--- src/rtl/uart_frame_tx.sv ---
// rtl/uart_frame_tx.sv - trigger-started multi-byte UART frame transmitter
module uart_frame_tx #(
    parameter int CLKS_PER_BIT = 50,
    parameter int DATA_BYTES   = 2,
    parameter int PARITY       = 0,
    parameter int STOP_BITS    = 1
) (
    input  logic                    clk,
    input  logic                    rst,
    input  logic                    trig,
    input  logic [8*DATA_BYTES-1:0] tx_data,
    output logic                    tx_out,
    output logic                    busy,
    output logic                    done
);

    localparam int CW = $clog2(CLKS_PER_BIT);
    localparam int BW = (DATA_BYTES > 1) ? $clog2(DATA_BYTES) : 1;

    typedef enum logic [2:0] {
        S_IDLE,
        S_START,
        S_DATA,
        S_PARITY,
        S_STOP
    } state_t;

    state_t                  state_q, state_d;
    logic [CW-1:0]           clk_cnt_q, clk_cnt_d;
    logic [2:0]              bit_idx_q, bit_idx_d;
    logic [BW-1:0]           byte_idx_q, byte_idx_d;
    logic                    stop_cnt_q, stop_cnt_d;
    logic [8*DATA_BYTES-1:0] hold_q, hold_d;
    logic                    tx_q, tx_d;
    logic                    busy_q, busy_d;
    logic                    done_q, done_d;

    logic                    wrap;
    logic                    last_byte;
    logic [7:0]              cur_byte;

    always_comb begin
        state_d    = state_q;
        clk_cnt_d  = clk_cnt_q;
        bit_idx_d  = bit_idx_q;
        byte_idx_d = byte_idx_q;
        stop_cnt_d = stop_cnt_q;
        hold_d     = hold_q;
        done_d     = 1'b0;
        wrap       = (clk_cnt_q == CW'(CLKS_PER_BIT - 1));
        last_byte  = (32'(byte_idx_q) == 32'(DATA_BYTES - 1));

        if (state_q != S_IDLE) begin
            clk_cnt_d = wrap ? '0 : clk_cnt_q + CW'(1);
        end

        case (state_q)
            S_IDLE: begin
                clk_cnt_d = '0;
                if (trig) begin
                    hold_d     = tx_data;
                    byte_idx_d = '0;
                    bit_idx_d  = 3'd0;
                    stop_cnt_d = 1'b0;
                    state_d    = S_START;
                end
            end
            S_START: begin
                if (wrap) begin
                    bit_idx_d = 3'd0;
                    state_d   = S_DATA;
                end
            end
            S_DATA: begin
                if (wrap) begin
                    if (bit_idx_q == 3'd7) begin
                        stop_cnt_d = 1'b0;
                        state_d    = (PARITY != 0) ? S_PARITY : S_STOP;
                    end else begin
                        bit_idx_d = bit_idx_q + 3'd1;
                    end
                end
            end
            S_PARITY: begin
                if (wrap) begin
                    stop_cnt_d = 1'b0;
                    state_d    = S_STOP;
                end
            end
            S_STOP: begin
                if (wrap) begin
                    if (STOP_BITS == 2 && !stop_cnt_q) begin
                        stop_cnt_d = 1'b1;
                    end else if (!last_byte) begin
                        byte_idx_d = byte_idx_q + BW'(1);
                        state_d    = S_START;
                    end else begin
                        done_d  = 1'b1;
                        state_d = S_IDLE;
                    end
                end
            end
            default: state_d = S_IDLE;
        endcase

        // Line level is computed from the next state so every output stays registered.
        cur_byte = hold_d[7:0];
        for (int i = 1; i < DATA_BYTES; i++) begin
            if (32'(byte_idx_d) == 32'(i)) begin
                cur_byte = hold_d[i*8 +: 8];
            end
        end

        case (state_d)
            S_START:  tx_d = 1'b0;
            S_DATA:   tx_d = cur_byte[bit_idx_d];
            S_PARITY: tx_d = (PARITY == 2) ? ~^cur_byte : ^cur_byte;
            default:  tx_d = 1'b1;
        endcase

        busy_d = (state_d != S_IDLE);
    end

    always_ff @(posedge clk or posedge rst) begin
        if (rst) begin
            state_q    <= S_IDLE;
            clk_cnt_q  <= '0;
            bit_idx_q  <= 3'd0;
            byte_idx_q <= '0;
            stop_cnt_q <= 1'b0;
            hold_q     <= '0;
            tx_q       <= 1'b1;
            busy_q     <= 1'b0;
            done_q     <= 1'b0;
        end else begin
            state_q    <= state_d;
            clk_cnt_q  <= clk_cnt_d;
            bit_idx_q  <= bit_idx_d;
            byte_idx_q <= byte_idx_d;
            stop_cnt_q <= stop_cnt_d;
            hold_q     <= hold_d;
            tx_q       <= tx_d;
            busy_q     <= busy_d;
            done_q     <= done_d;
        end
    end

    assign tx_out = tx_q;
    assign busy   = busy_q;
    assign done   = done_q;

endmodule

--- config.mk ---
export PLATFORM = sky130hd
export DESIGN_NAME = uart_frame_tx
export DESIGN_NICKNAME = d
export VERILOG_FILES = /design/src/rtl/uart_frame_tx.sv
export SDC_FILE = /design/constraint.sdc
export NUM_CORES = 1
export LEC_CHECK = 0
export BUFFER_PORTS_ARGS = -buffer_cell sky130_fd_sc_hd__buf_4
export CAP_MARGIN = 15
export CORE_MARGIN = 1
export CORE_UTILIZATION = 46
export CTS_BUF_LIST = sky130_fd_sc_hd__clkbuf_4
export DETAILED_ROUTE_END_ITERATION = 8
export GPL_TIMING_DRIVEN = 0
export PLACE_DENSITY = 0.76
export SYNTH_ARGS = -nofsm -noshare
export SYNTH_HDL_FRONTEND = slang
export SYNTH_SLANG_ARGS = --single-unit
--- constraint.sdc ---
create_clock -name clk -period 4.7 [get_ports clk]
set_clock_uncertainty 0.05 [all_clocks]
set_input_delay 0.94 -clock clk [delete_from_list [all_inputs] [get_ports clk]]
set_output_delay 0.94 -clock clk [all_outputs]
set_load 0.01 [all_outputs]
After elaboration in Yosys (flattened, before gate mapping)
Cells that the tools add are included.
Storage, ports and cells
  word-level logic and storage cells: 55
  bits in registers: 32
  input port bits: 19
  output and inout bits: 3
Operators by class
  add/subtract/negate cells: 3
  reduce and logical (&&, ||, !) cells: 5
  equal/unequal tests: 9
  multiplexer cells: 29
  magnitude comparators: 1
Operators with widths (count)
  2-to-1 mux 16 bit: 2
  2-to-1 mux 3 bit: 10
  2-to-1 mux 6 bit: 3
  case mux 3 bit (5 select lines): 1
  == test 3 x 2 -> 1 bit, second input constant: 4
  case mux 3 bit (3 select lines): 1
  2-to-1 mux 1 bit: 8
  2-to-1 mux 8 bit: 1
  parity 8 bit: 1
  adder 6 x 1 -> 6 bit, second input constant: 1
  == test 3 x 1 -> 1 bit, second input constant: 2
  == test 3 bit, second input constant: 2
  == test 6 bit, second input constant: 1
  nonzero test 3 bit: 2
  < comparator 3 x 4 -> 1 bit, second input constant: 1
  adder 3 x 1 -> 3 bit, second input constant: 1
  binary-select mux 1 bit (select 3 bit): 1
  logical NOT 3 bit: 1
  case mux 1 bit (3 select lines): 1
  case mux 1 bit (2 select lines): 1
  nonzero test 2 bit: 1
  adder 1 bit, second input constant: 1

Logic depth before layout (Yosys ltp)
Gate-level depths: netlist (run 1).
  depth after elaboration: 8
  mapped depth: 10

Worst setup path after synthesis (run 1)
Ideal clock, no wire load.
  kind: register to register
  start: reg clk_cnt_q[0]
  end: reg tx_q (netlist: tx_out)
  buffers on the path: 0
  clock period less this slack: 2.391 ns
  cell stages (with the launch flop): 10
  arrival: 2.250 ns
  slack: 2.309 ns
  library setup time: 0.091 ns
  cells stage by stage: dfrtp_1 ha_1 nor3b_4 a2111o_1 a31oi_4 a311oi_2 a211oi_2 a211oi_1 a2111oi_2 o22ai_1
On the way
  elaborated cells between the ends (all ways): 19
  those cells by class: eq/ne: 4; mux: 14; reduce/logical: 1
RTL lines
  start, declared: RTL line 29  | logic [CW-1:0] clk_cnt_q, clk_cnt_d;
  start signal, assigned: RTL line 137  | clk_cnt_q <= clk_cnt_d;
  == test 6 bit (*): RTL line 50  | wrap = (clk_cnt_q == CW'(CLKS_PER_BIT - 1));
  2-to-1 mux 3 bit (on tied branches): RTL line 75, 69
  case mux 3 bit (3 select lines) (*): RTL line 57  | case (state_q)
  net bit_idx_d[2]: RTL line 30  | logic [2:0] bit_idx_q, bit_idx_d;
  binary-select mux 1 bit (select 3 bit) (*): RTL line 116  | S_DATA: tx_d = cur_byte[bit_idx_d];
  2-to-1 mux 1 bit (not written as such) (*): RTL line 116
  case mux 1 bit (3 select lines) (*): RTL line 114  | case (state_d)
  net tx_d: RTL line 34  | logic tx_q, tx_d;
  end signal, assigned: RTL line 142  | tx_q <= tx_d;
  end, declared: RTL line 34
Mark *: on every way through the listed nets, which the timed path passes. The rest lies on a longest branch. The select of a mux whose other input is x is not followed.
A chain may end at the register's enable or synchronous reset.

Worst setup path after layout (run 1)
Ends and elaborated chain as after synthesis.

==> results of run 1 <==
## through the flow
step,instance area [um^2],instances,hold WS [ns]
after floorplan,1818,206,0.3886
after global placement,2036,275,0.4051
after detailed placement,2063,276,0.4114
after CTS,2120,284,0.4338
after global routing,2120,284,0.4689
final,2120,284,0.4354
## critical path, cell delays in order, from the launching register on
cell and delay [ns]:
sky130_fd_sc_hd__dfrtp_1 0.43, sky130_fd_sc_hd__ha_1 0.24, sky130_fd_sc_hd__nor3b_4 0.19, sky130_fd_sc_hd__a2111o_1 0.46
sky130_fd_sc_hd__a31oi_4 0.35, sky130_fd_sc_hd__a311oi_2 0.08, sky130_fd_sc_hd__a211oi_2 0.20, sky130_fd_sc_hd__a211oi_1 0.08
sky130_fd_sc_hd__a2111oi_2 0.33, sky130_fd_sc_hd__o22ai_1 0.13
## state kept, by name, summed over array words and instances, names as in the netlist
register,cells
clk_cnt_q,6
hold_q,16
state_q,3
bit_idx_q,3
busy,1
tx_out,1
byte_idx_q,1
done,1
## worst min-delay path by stage
| stage | start | endpoint | slack [ns] | cells after the start |
|---|---|---|---|---|
| global placement | hold_q[15] | hold_q[15] | 0.41 | 2 |
| detailed placement | hold_q[15] | hold_q[15] | 0.41 | 2 |
| CTS | hold_q[15] | hold_q[15] | 0.43 | 2 |
| finish | hold_q[15] | hold_q[15] | 0.44 | 2 |
| global route | hold_q[15] | hold_q[15] | 0.47 | 2 |
| floorplan | hold_q[15] | hold_q[15] | 0.39 | 2 |
## cells by family (layout without fill, tap and decap cells)
| family | after synthesis | after routing | synth area share (%) |
|---|---|---|---|
| mux | 5 | 5 | 2.753 |
| simple gates | 110 | 110 | 27.46 |
| fa+ha+maj | 3 | 3 | 2.065 |
| buf+inv | 12 | 42 | 3.303 |
| xor+xnor | 11 | 11 | 5.300 |
| flops | 32 | 32 | 44.12 |
| compound gates | 33 | 33 | 15.00 |
## layout make-up
cell class	instances	area, um^2	area share, %
Multi-Input combinational cell	162	955.9	45.10
Sequential cell	32	802.0	37.84
Timing Repair Buffer	22	185.2	8.737
Tap cell	48	60.06	2.834
Clock buffer	7	52.55	2.479
Buffer	8	45.04	2.125
Inverter	4	15.01	0.7084
Clock inverter	1	3.754	0.1771
## where the power goes
part           switching (mW)  internal, mW
registers                   0         0.275
clock network          0.0945        0.0690
logic                 0.00915        0.0123
total                   0.104         0.357
## per-layer routing
metal | global-route usage (%) | routed length (um)
met4 | 8.333 | 59
met5 | 0 | 0
met3 | 4.577 | 171
met2 | 34.24 | 1763
met1 | 26.32 | 1678
## cell usage after synthesis, types with 3 or more instances
cell / count
sky130_fd_sc_hd__a21oi_1: 13
sky130_fd_sc_hd__inv_1: 3
sky130_fd_sc_hd__mux2i_1: 5
sky130_fd_sc_hd__nand2_1: 65
sky130_fd_sc_hd__buf_2: 3
sky130_fd_sc_hd__nand3_1: 6
sky130_fd_sc_hd__nor2b_1: 3
sky130_fd_sc_hd__dfrtp_1: 31
sky130_fd_sc_hd__nor2_1: 20
sky130_fd_sc_hd__ha_1: 3
sky130_fd_sc_hd__xnor2_1: 9
==> results by stage, run 1 <==
Setup path:
- For flop-to-flop paths, the worst setup slack is 2.06 ns.
- At the worst endpoint, the arrival time is 2.83 ns.
- In this run the critical register-to-register path is captured at tx_out.
- By startpoint and endpoint, the worst setup path is classified as flip-flop to flip-flop.
- The worst setup path is captured at a flip-flop.
- The peak fanout along the critical path is 8.
- The data required time of the critical path is 4.90 ns.
- The number of cells on the worst reg-to-reg path is 9.
- The startpoint identified for the worst register-to-register timing path is clk_cnt_q[0].
- Tracing the worst setup path back leads to its startpoint at clk_cnt_q[0].
- The nature of the critical path startpoint is a flip-flop.
- The end point of the critical path is tx_out.

Global route:
- The total overflow left after global routing is 0.
- The number of global-route vias before repair was 1451.
- The initial antenna violation count is 0.
- The global-route usage over all layers is 20.81%.
- The largest net degree at the start of global routing is 18.
- The first-pass GRT wire length is around 6700 um.

Place:
- The number of port buffers is 21.
- The estimated wirelength of the detail-placed design is approximately 2700 um.
- Routability-driven placement finished with a final weighted congestion of 0.8733.
- At the placement stage, the worst setup path has a slack of 2.046 ns.

Clock network:
- Clock-pin slew was measured on the worst setup and hold paths at 0.10 ns.
- For this design, the CTS-stage hold fixing added 0 buffers.
- The H-tree generated during clock tree synthesis spans 2 levels.
- Clock tree synthesis inserted a total of 5 buffers.
- The number of resized instances in the post-cts repair step is 0.
- The count of clock tree sinks is 32.
- The clock tree from TritonCTS is done.
- The buffers inserted during post-CTS setup optimization is 0.
- The maximum count of clock buffers along a single path is 2.
- In this run the clock root is driven by a sky130_fd_sc_hd__clkbuf_4.
- At the later pin of the worst-skew pair, clock insertion delay measures 0.33 ns.

Floorplan:
- The floorplan die height is 64.87 um.
- The initial utilization of the core area, before any placement, comes to between 40 and 50%.
- The area enclosed by the die boundary is 4207 um^2.
- The floorplan step set the die width to 64.87 um.
- The floorplan has 22 rows.
- The floorplan core area is about 3700 um^2.
- 22 I/O pins were placed.

STA:
- The hold violation total from the final report was 0.
- For the pin with the worst max-slew slack, the measured transition is 0.6612 ns.
- The clock period minus worst slack is roughly 2.6 ns.
- The normalized max-slew margin is between 50 and 60%.
- The upper clock frequency limit is 379.5 MHz.
- The final period utilization is 56.07%.
- The sum of negative setup slack is 0 ns.
- Setup repair after global routing left no endpoint under its margin.
- The final setup violation count is 0.
- The final number of max-transition violations is 0.
- After layout, the worst setup slack is a little over 2 ns.

Routing:
- In the routed layout, each cell is associated on average with a via count of 5.335.
- The count of nets left with antenna violations once routing finished came out at 0.
- The number of DRC markers in iteration 0 is 72.
- After detailed routing, the average wire length per cell comes to 12.93 um.
- The first detailed-routing pass ran for 4 iterations.
- After detailed routing, the total wire length is 3672 um.
- For this block, the via count after detailed routing is 1515.
- The DRC violations left is 0.

Power and ir drop:
- The cell area power density is ~220 nW/um^2.
- The completed layout was analyzed and its total power is around 460 uW.
- The static leakage is 0.9950 nW.
- The maximum ir drop on the vdd rail is ~0.17 mV.

Synth:
- The number of enable-type register cells in the synthesized netlist is 0.
- In this run the mean area of a mapped cell was 8.825 um^2.
- The cell count after synthesis came out at 206.
- The count of different cell masters after synthesis is 46.
- The synthesized design spends more area on one cell type than any other, namely sky130_fd_sc_hd__dfrtp_1.
- The total nets after synthesis is 228.
- The top flip-flop cell by instance count after synthesis is sky130_fd_sc_hd__dfrtp_1.
- The warning count from the yosys run is 0.
- The fraction of synthesized cell area taken by the top area cell type is 42.67%.
- In this run the cell area of the synthesized design comes to 1818 um^2.
- After synthesis, the share of flip-flops with an asynchronous set or reset is 100.0%.
- After synthesis, the cell types taking the most area are sky130_fd_sc_hd__dfrtp_1, sky130_fd_sc_hd__nand2_1, sky130_fd_sc_hd__xnor2_1.
- The post-synthesis register bit count is 32.
- For this run, the register share of the synthesized area comes to 44.12%.

Layout:
- The net total in the final layout is about 260.
- 0 antenna diodes ended up in the layout.
- Measured on the finished design, the core utilization comes to between 50% and 60%.
- The ratio of cells with drive above 1 in the final layout is 19.92%.
- Relative to the synthesized area, the layout overhead comes to 16.59%.
- Leaving out fill and tap cells, the most frequent cells in the layout are sky130_fd_sc_hd__nand2_1, sky130_fd_sc_hd__dfrtp_1, sky130_fd_sc_hd__buf_4.
- The layout has 350 filler cells.
- The most common library cell in the layout ignoring fill and taps is sky130_fd_sc_hd__nand2_1.

Outcome:
- The flow ran to the end, and the final reports show no timing, DRC or antenna violations.

Worst hold path:
- The worst min-delay path class is flip-flop to flip-flop.

Job:
- The max-cap check violation count is 0.
No activity file was read; power rests on OpenSTA's default activity.
==> run 2, diff against run 1 <==
--- a/config.mk
+++ b/config.mk
@@ -12,7 +12,7 @@
 export CTS_BUF_LIST = sky130_fd_sc_hd__clkbuf_4
 export DETAILED_ROUTE_END_ITERATION = 8
 export GPL_TIMING_DRIVEN = 0
-export PLACE_DENSITY = 0.76
+export PLACE_DENSITY = 0.79
 export SYNTH_ARGS = -nofsm -noshare
 export SYNTH_HDL_FRONTEND = slang
 export SYNTH_SLANG_ARGS = --single-unit
==> constraint.sdc (replaced) <==
create_clock -name clk -period 2.2 [get_ports clk]
set_clock_uncertainty 0.05 [all_clocks]
set_input_delay 0.44 -clock clk [delete_from_list [all_inputs] [get_ports clk]]
set_output_delay 0.44 -clock clk [all_outputs]
set_load 0.01 [all_outputs]
==> results by stage, run 2 (synthesis results as in run 1) <==
Global route:
- The global-route usage over all layers was 20.08% (-0.73 points).
- The initial antenna violation count was 0 (unchanged).
- The number of global-route vias before repair is 1420 (-2.1%).
- The largest net degree at the start of global routing is 18 (unchanged).
- The first-pass GRT wire length came to 6382 um (-4.0%).
- The total grt overflow was 0 (unchanged).

STA:
- The hold violation total from the final report is 0 (unchanged).
- The transition time at the pin with the least slew margin is 0.6683 ns (+0.007112 ns).
- The sum of negative setup slack is -0.4085 ns (-0.4085 ns).
- The final setup violation count is 2 (+2).
- The clock period minus worst slack is 2.526 ns (-0.1089 ns).
- The final period utilization came to 114.8% (+59 points).
- The final number of max-transition violations was 0 (unchanged).
- The upper clock frequency limit is 395.8 MHz (+4.3%).
- The least setup slack across all paths after layout is -0.3262 ns (-2.391 ns).
- Setup repair after global routing could not meet its margin everywhere.
- The normalized max-slew margin is 55.40% (-0.47 points).

Setup path:
- The critical path is of the flip-flop to flip-flop type.
- The peak fanout along the critical path is 7 (-1).
- STA classifies the critical path endpoint as a flip-flop.
- The nature of the critical path startpoint is a flip-flop.
- The data required time of the critical path is 2.40 ns (-2.50 ns).
- The arrival time at the worst endpoint is 2.73 ns (-0.10 ns).

Power and ir drop:
- The maximum ir drop on the vdd rail is 0.4186 mV (+150%).
- The static leakage came to 1.047 nW (+5.2%).
- The cell area power density is 479.5 nW/um^2 (+120%).
- The total design power is 1.085 mW (+140%).

Worst hold path:
- The worst min-delay path class is input port to async pin.

Outcome:
- The final reports fail on negative setup slack.
- The flow ran to the end, but the final reports show violations.

Place:
- The estimated wirelength of the detail-placed design is 2624 um (-2.8%).
- The number of port buffers came to 21 (unchanged).
- The total instance count after detailed placement came to 276 (unchanged).
- The post-placement cell area is 2066 um^2 (+0.12%).
- The routability congestion estimate is 0.8724 (-0.10%).

Layout:
- The net total in the final layout is 265 (+3.1%).
- The flip-flop count of the largest register after layout is 16 (unchanged).
- Ranked by flip-flop count, first place goes to hold_q.
- The top cell types in the final layout, fill and taps aside, are sky130_fd_sc_hd__nand2_1, sky130_fd_sc_hd__dfrtp_1, sky130_fd_sc_hd__buf_4.
- The most common library cell in the layout ignoring fill and taps is sky130_fd_sc_hd__nand2_1.
- The number of standard cells in the final layout excluding fillers is 292 (+2.8%).
- The signed area change from the synthesized netlist to the final layout is 24.43%.
- In the final layout, the registers with the most flip-flops are hold_q: 16 flops, clk_cnt_q: 6 flops.
- The filler cell count came to 314 (-10%).
- The final standard cell utilization of the core came to 60.88% (+3.8 points).
- The final instance area came to 2262 um^2 (+6.7%).
- The total inserted antenna cells was 0 (unchanged).
- The ratio of cells with drive above 1 in the final layout is 25.82% (+5.9 points).

Floorplan:
- The floorplan die height is 64.87 um (unchanged).
- The site row count was 22 (unchanged).
- The floorplan core area is 3716 um^2 (unchanged).
- The area enclosed by the die boundary was 4207 um^2 (unchanged).
- The chip width was 64.87 um (unchanged).
- The initial cell density of the core came to 48.92% (unchanged).
- The number of primary I/O pins is 22 (unchanged).

Routing:
- The DRC violations left is 0 (unchanged).
- The number of DRC markers in iteration 0 is 95 (+32%).
- The number of detailed-route iterations in the first pass is 4 (unchanged).
- The wire length after detailed routing is 3877 um (+5.6%).
- The final antenna-violating net count came to 0 (unchanged).
- The per-cell routed wire length is 13.28 um (+2.7%).
- The average vias per placed instance is 5.308 (-0.49%).
- The via count was 1550 (+2.3%).

Clock network:
- The number of buffers inserted during clock tree synthesis is 5 (unchanged).
- The count of clock tree sinks is 32 (unchanged).
- The number of hold buffers added after CTS is 0 (unchanged).
- The worst-skew pair later-pin latency is 0.35 ns (+0.02 ns).
- The maximum count of clock buffers along a single path is 2 (unchanged).
- The cell sitting at the root of the clock tree is a sky130_fd_sc_hd__clkbuf_4.
- TritonCTS built the clock tree.
- The number of H-tree levels is 2 (unchanged).
- The clock edge transition at the registers on the reported setup and hold paths was 0.10 ns (about the same).

Job:
- The max-cap check violation count is 0 (unchanged).
-- run 2: repair_timing --
action / CTS / global route
pin swaps: 8 / 1
buffers inserted: 7 / 1
setup endpoints to repair: 2 / 2
gates resized for setup: 4 / 6
cloned: 0 / 1
-- run 2: area by class of cell --
| class | count | area (um^2) | share of cell area, % |
|---|---|---|---|
| inverters | 4 | 15.01 | 0.6637 |
| plain buffers | 8 | 45.04 | 1.991 |
| multi-input cells | 163 | 1015 | 44.86 |
| repair buffers | 29 | 245.2 | 10.84 |
| well taps | 48 | 60.06 | 2.655 |
| flip-flops and latches | 32 | 802.0 | 35.45 |
| clock inverters | 3 | 42.54 | 1.881 |
| clock buffers | 5 | 37.54 | 1.659 |
-- run 2: path summary, 6_finish.rpt --
kind | end | from | cells after the start | slack, ns
min | hold_q[6] | rst | 2 | 0.13
max reg2reg | tx_out | clk_cnt_q[1] | 10 | -0.33
max | tx_out | clk_cnt_q[1] | 10 | -0.33
min reg2reg | hold_q[13] | hold_q[13] | 2 | 0.44
max in group asynchronous | tx_out | rst | 3 | 1.37
min in group clk | hold_q[9] | tx_data[9] | 3 | 0.22
-- run 2: metal layers --
metal  track usage (%)  vias to the layer above  routed length (um)  part of all wire, %
li1                  -                      780                   -                    -
met1             25.73                      716                1729                   45
met2             32.81                       45                1887                   49
met3             5.634                        9                 169                  4.4
met4             5.833                        0                  91                  2.3
met5                 0                        -                   0                    0
-- run 2: critical path: stages, from the launching register on --
cell and delay, ns:
sky130_fd_sc_hd__dfrtp_1 0.37, sky130_fd_sc_hd__inv_1 0.05, sky130_fd_sc_hd__ha_2 0.17, sky130_fd_sc_hd__nor3b_4 0.17, sky130_fd_sc_hd__a2111o_1 0.46, sky130_fd_sc_hd__a31oi_4 0.29
sky130_fd_sc_hd__buf_6 0.15, sky130_fd_sc_hd__mux2i_1 0.21, sky130_fd_sc_hd__a211oi_2 0.10, sky130_fd_sc_hd__a2111oi_2 0.24, sky130_fd_sc_hd__o22ai_1 0.16
-- run 2: report_power, final --
| group | switching (mW) | total, mW | internal (mW) | leakage (nW) |
|---|---|---|---|---|
| Combinational | 0.0199 | 0.0462 | 0.0263 | 0.605 |
| Clock | 0.214 | 0.451 | 0.237 | 0.0412 |
| Sequential | 0 | 0.588 | 0.588 | 0.401 |
| Total | 0.234 | 1.08 | 0.851 | 1.05 |
-- run 2: through the flow --
step           worst slack, ns  hold WS (ns)
2_1_floorplan         -0.09229        0.3886
4_1_cts                -0.2165        0.1607
5_1_grt                -0.4781        0.1646
3_3_place_gp           -0.3907        0.4081
3_5_place_dp           -0.3430        0.4116
6_report               -0.3262        0.1329
==> run 3, diff against run 2 <==
--- a/config.mk
+++ b/config.mk
@@ -8,11 +8,11 @@
 export BUFFER_PORTS_ARGS = -buffer_cell sky130_fd_sc_hd__buf_4
 export CAP_MARGIN = 15
 export CORE_MARGIN = 1
-export CORE_UTILIZATION = 46
+export CORE_UTILIZATION = 54
 export CTS_BUF_LIST = sky130_fd_sc_hd__clkbuf_4
 export DETAILED_ROUTE_END_ITERATION = 8
 export GPL_TIMING_DRIVEN = 0
-export PLACE_DENSITY = 0.79
+export PLACE_DENSITY = 0.89
 export SYNTH_ARGS = -nofsm -noshare
 export SYNTH_HDL_FRONTEND = slang
 export SYNTH_SLANG_ARGS = --single-unit
==> results by stage, run 3 (synthesis results as in run 1) <==
Floorplan:
- The site row count is 20 (-9.1%).
- The initial cell density of the core is 58.12% (+9.2 points).
- The floorplan die height is 60.02 um (-7.5%).
- The area enclosed by the die boundary is 3602 um^2 (-14%).
- The number of primary I/O pins was 22 (unchanged).
- The chip width was 60.02 um (-7.5%).
- The floorplan core area is 3128 um^2 (-16%).

Outcome:
- The run finished, with violations left.
- The checks that failed: negative setup slack.

Global route:
- The number of global-route vias before repair came to 1492 (+5.1%).
- The global-route usage over all layers is 24.49% (+4.4 points).
- The largest net degree at the start of global routing is 18 (unchanged).
- The initial antenna violation count was 0 (unchanged).
- The first-pass GRT wire length is 6506 um (+1.9%).
- The total grt overflow is 0 (unchanged).

Power and ir drop:
- The power spent charging and discharging nets is 224.9 uW (-3.9%).
- The static leakage is 1.031 nW (-1.5%).
- The total design power is 956.2 uW (-12%).
- The share of total power consumed by net switching was 23.52% (+1.9 points).
- The clock network fraction of design power came to 33.7% (-7.8 points).
- The cell area power density is 432.0 nW/um^2 (-9.9%).
- The internal portion of total power came to 731.4 uW (-14%).
- The portion of total power attributed to combinational logic is 4.8% (+0.5 points).
- The maximum ir drop on the vdd rail is 0.3948 mV (-5.7%).
- The relative contribution of sequential cells to total power was 61.5% (+7.3 points).

Routing:
- The number of DRC markers in iteration 0 is 166 (+75%).
- The final antenna-violating net count is 0 (unchanged).
- The via count is 1633 (+5.4%).
- The per-cell routed wire length came to 13.99 um (+5.4%).
- The DRC violations left is 0 (unchanged).
- The number of detailed-route iterations in the first pass was 5 (+1).
- The average vias per placed instance is 5.710 (+7.6%).
- The wire length after detailed routing is 4002 um (+3.2%).

Clock network:
- The library cell used as clock root buffer is sky130_fd_sc_hd__clkbuf_4.
- The number of hold buffers added after CTS is 0 (unchanged).
- The worst-skew pair later-pin latency is 0.33 ns (-0.02 ns).
- TritonCTS built the clock tree.
- The clock edge transition at the registers on the reported setup and hold paths came to 0.10 ns (about the same).
- The maximum count of clock buffers along a single path came to 2 (unchanged).
- The count of clock tree sinks is 32 (unchanged).
- The number of buffers inserted during clock tree synthesis is 5 (unchanged).
- The number of H-tree levels is 2 (unchanged).

Layout:
- The number of standard cells in the final layout excluding fillers is 286 (-2.1%).
- Counting flops per register, the top entry is hold_q.
- The ratio of cells with drive above 1 in the final layout is 24.38% (-1.4 points).
- The flip-flop count of the largest register after layout came to 16 (unchanged).
- The final standard cell utilization of the core was 70.76% (+9.9 points).
- The largest registers in the layout are hold_q: 16 flops, clk_cnt_q: 6 flops.
- The total inserted antenna cells came to 0 (unchanged).
- From synthesis to final layout, the design area changed by 21.75%.
- Leaving out fill and tap cells, the most frequent cell in the layout is sky130_fd_sc_hd__nand2_1.
- Leaving out fill and tap cells, the most frequent cells in the layout are sky130_fd_sc_hd__nand2_1, sky130_fd_sc_hd__dfrtp_1, sky130_fd_sc_hd__buf_4.
- The net total in the final layout is 263 (-0.75%).

STA:
- The final setup violation count came to 1 (-1).
- The post-route worst hold slack came to 0.1683 ns (+0.03536 ns).
- The hold violation total from the final report is 0 (unchanged).
- Setup repair after global routing could not meet its margin everywhere.
- The final number of max-transition violations is 0 (unchanged).
- The sum of negative setup slack came to -0.4088 ns (-0.0003820 ns).
- The upper clock frequency limit is 383.3 MHz (-3.2%).
- The normalized max-slew margin is 52.85% (-2.5 points).
- The transition time at the pin with the least slew margin is 0.7064 ns (+0.03817 ns).
- The least setup slack across all paths after layout was -0.4088 ns (-0.08261 ns).
- The clock period minus worst slack is 2.609 ns (+0.08261 ns).
- The final period utilization came to 118.6% (+3.8 points).

Job:
- The max-cap check violation count is 0 (unchanged).

Setup path:
- In this run the critical register-to-register path is captured at tx_out.
- The arrival time at the worst endpoint was 2.80 ns (+0.07 ns).
- The worst setup path is launched from a flip-flop.
- The length in cells of the worst reg-to-reg path came to 10 (unchanged).
- The data required time of the critical path is 2.39 ns (about the same).
- The reg-to-reg critical path startpoint is clk_cnt_q[1].
- The worst setup slack for register-to-register paths is -0.41 ns (-0.08 ns).
- The peak fanout along the critical path is 8 (+1).
- The critical path starts at clk_cnt_q[1].
- The worst setup path is captured at a flip-flop.
- The category of the most critical setup path is flip-flop to flip-flop.

Place:
- The total instance count after detailed placement was 272 (-1.4%).
- The routability congestion estimate was 0.8623 (-1.2%).
- The number of port buffers was 21 (unchanged).
- The estimated wirelength of the detail-placed design is 2691 um (+2.6%).

Worst hold path:
- The worst min-delay path class is input port to async pin.
==> run 3: critical path, stage by stage, from the launching register on <==
cell and delay, ns:
sky130_fd_sc_hd__dfrtp_1 0.37, sky130_fd_sc_hd__inv_1 0.06, sky130_fd_sc_hd__ha_2 0.18, sky130_fd_sc_hd__nor3b_4 0.16, sky130_fd_sc_hd__buf_12 0.14, sky130_fd_sc_hd__a2111o_1 0.40
sky130_fd_sc_hd__a31oi_4 0.33, sky130_fd_sc_hd__mux2i_1 0.27, sky130_fd_sc_hd__mux2i_1 0.12, sky130_fd_sc_hd__a2111oi_2 0.30, sky130_fd_sc_hd__o22ai_1 0.14
==> run 3: timing repair <==
| item | CTS | global route |
|---|---|---|
| pin swaps | 3 | 1 |
| setup endpoints to repair | 2 | 2 |
| setup buffers | 1 | 5 |
| gates resized for setup | 4 | 4 |
==> run 3: power by group through the flow <==
stage               Combinational, mW  Sequential (mW)  Clock [mW]
floorplan                      0.0103            0.599           0
global placement               0.0404            0.599           0
detailed placement             0.0467            0.599           0
CTS                            0.0468            0.588       0.325
global route                   0.0506            0.588       0.350
finish                         0.0459            0.588       0.322
==> run 3: cell type report <==
type,count,area [um^2]
Multi-Input combinational cell,162,998.5
Fill cell,233,914.6
Sequential cell,32,802.0
Timing Repair Buffer,28,246.5
Tap cell,44,55.05
Buffer,8,45.04
Clock buffer,5,37.54
Inverter,4,15.01
Clock inverter,3,13.76
==> run 3: worst max-delay path by stage <==
| stage | slack (ns) | to | cells past startpoint |
|---|---|---|---|
| 6_report | -0.41 | tx_out | 10 |
| 2_1_floorplan | -0.09 | tx_out | 8 |
| 3_3_place_gp | -0.31 | tx_out | 9 |
| 4_1_cts | -0.30 | tx_out | 10 |
| 3_5_place_dp | -0.36 | tx_out | 10 |
| 5_1_grt | -0.50 | tx_out | 9 |
==> run 3: per-stage QoR <==
stage / area, um^2 / worst slack [ns]
6_report: 2213 / -0.4088
5_1_grt: 2213 / -0.4953
4_1_cts: 2143 / -0.2973
3_5_place_dp: 2061 / -0.3600
3_3_place_gp: 2033 / -0.3088
2_1_floorplan: 1821 / -0.09229
==> run 3: per-layer routing <==
layer  share of wire (%)  global-route usage [%]  routed length [um]  vias to the layer above
met5                   0                       0                   0                        -
met4                0.72                   11.96                  29                        0
met3                 7.1                   5.844                 286                        6
met2                  50                   36.83                1984                       79
met1                  43                   33.15                1702                      780
li1                    -                       -                   -                      768
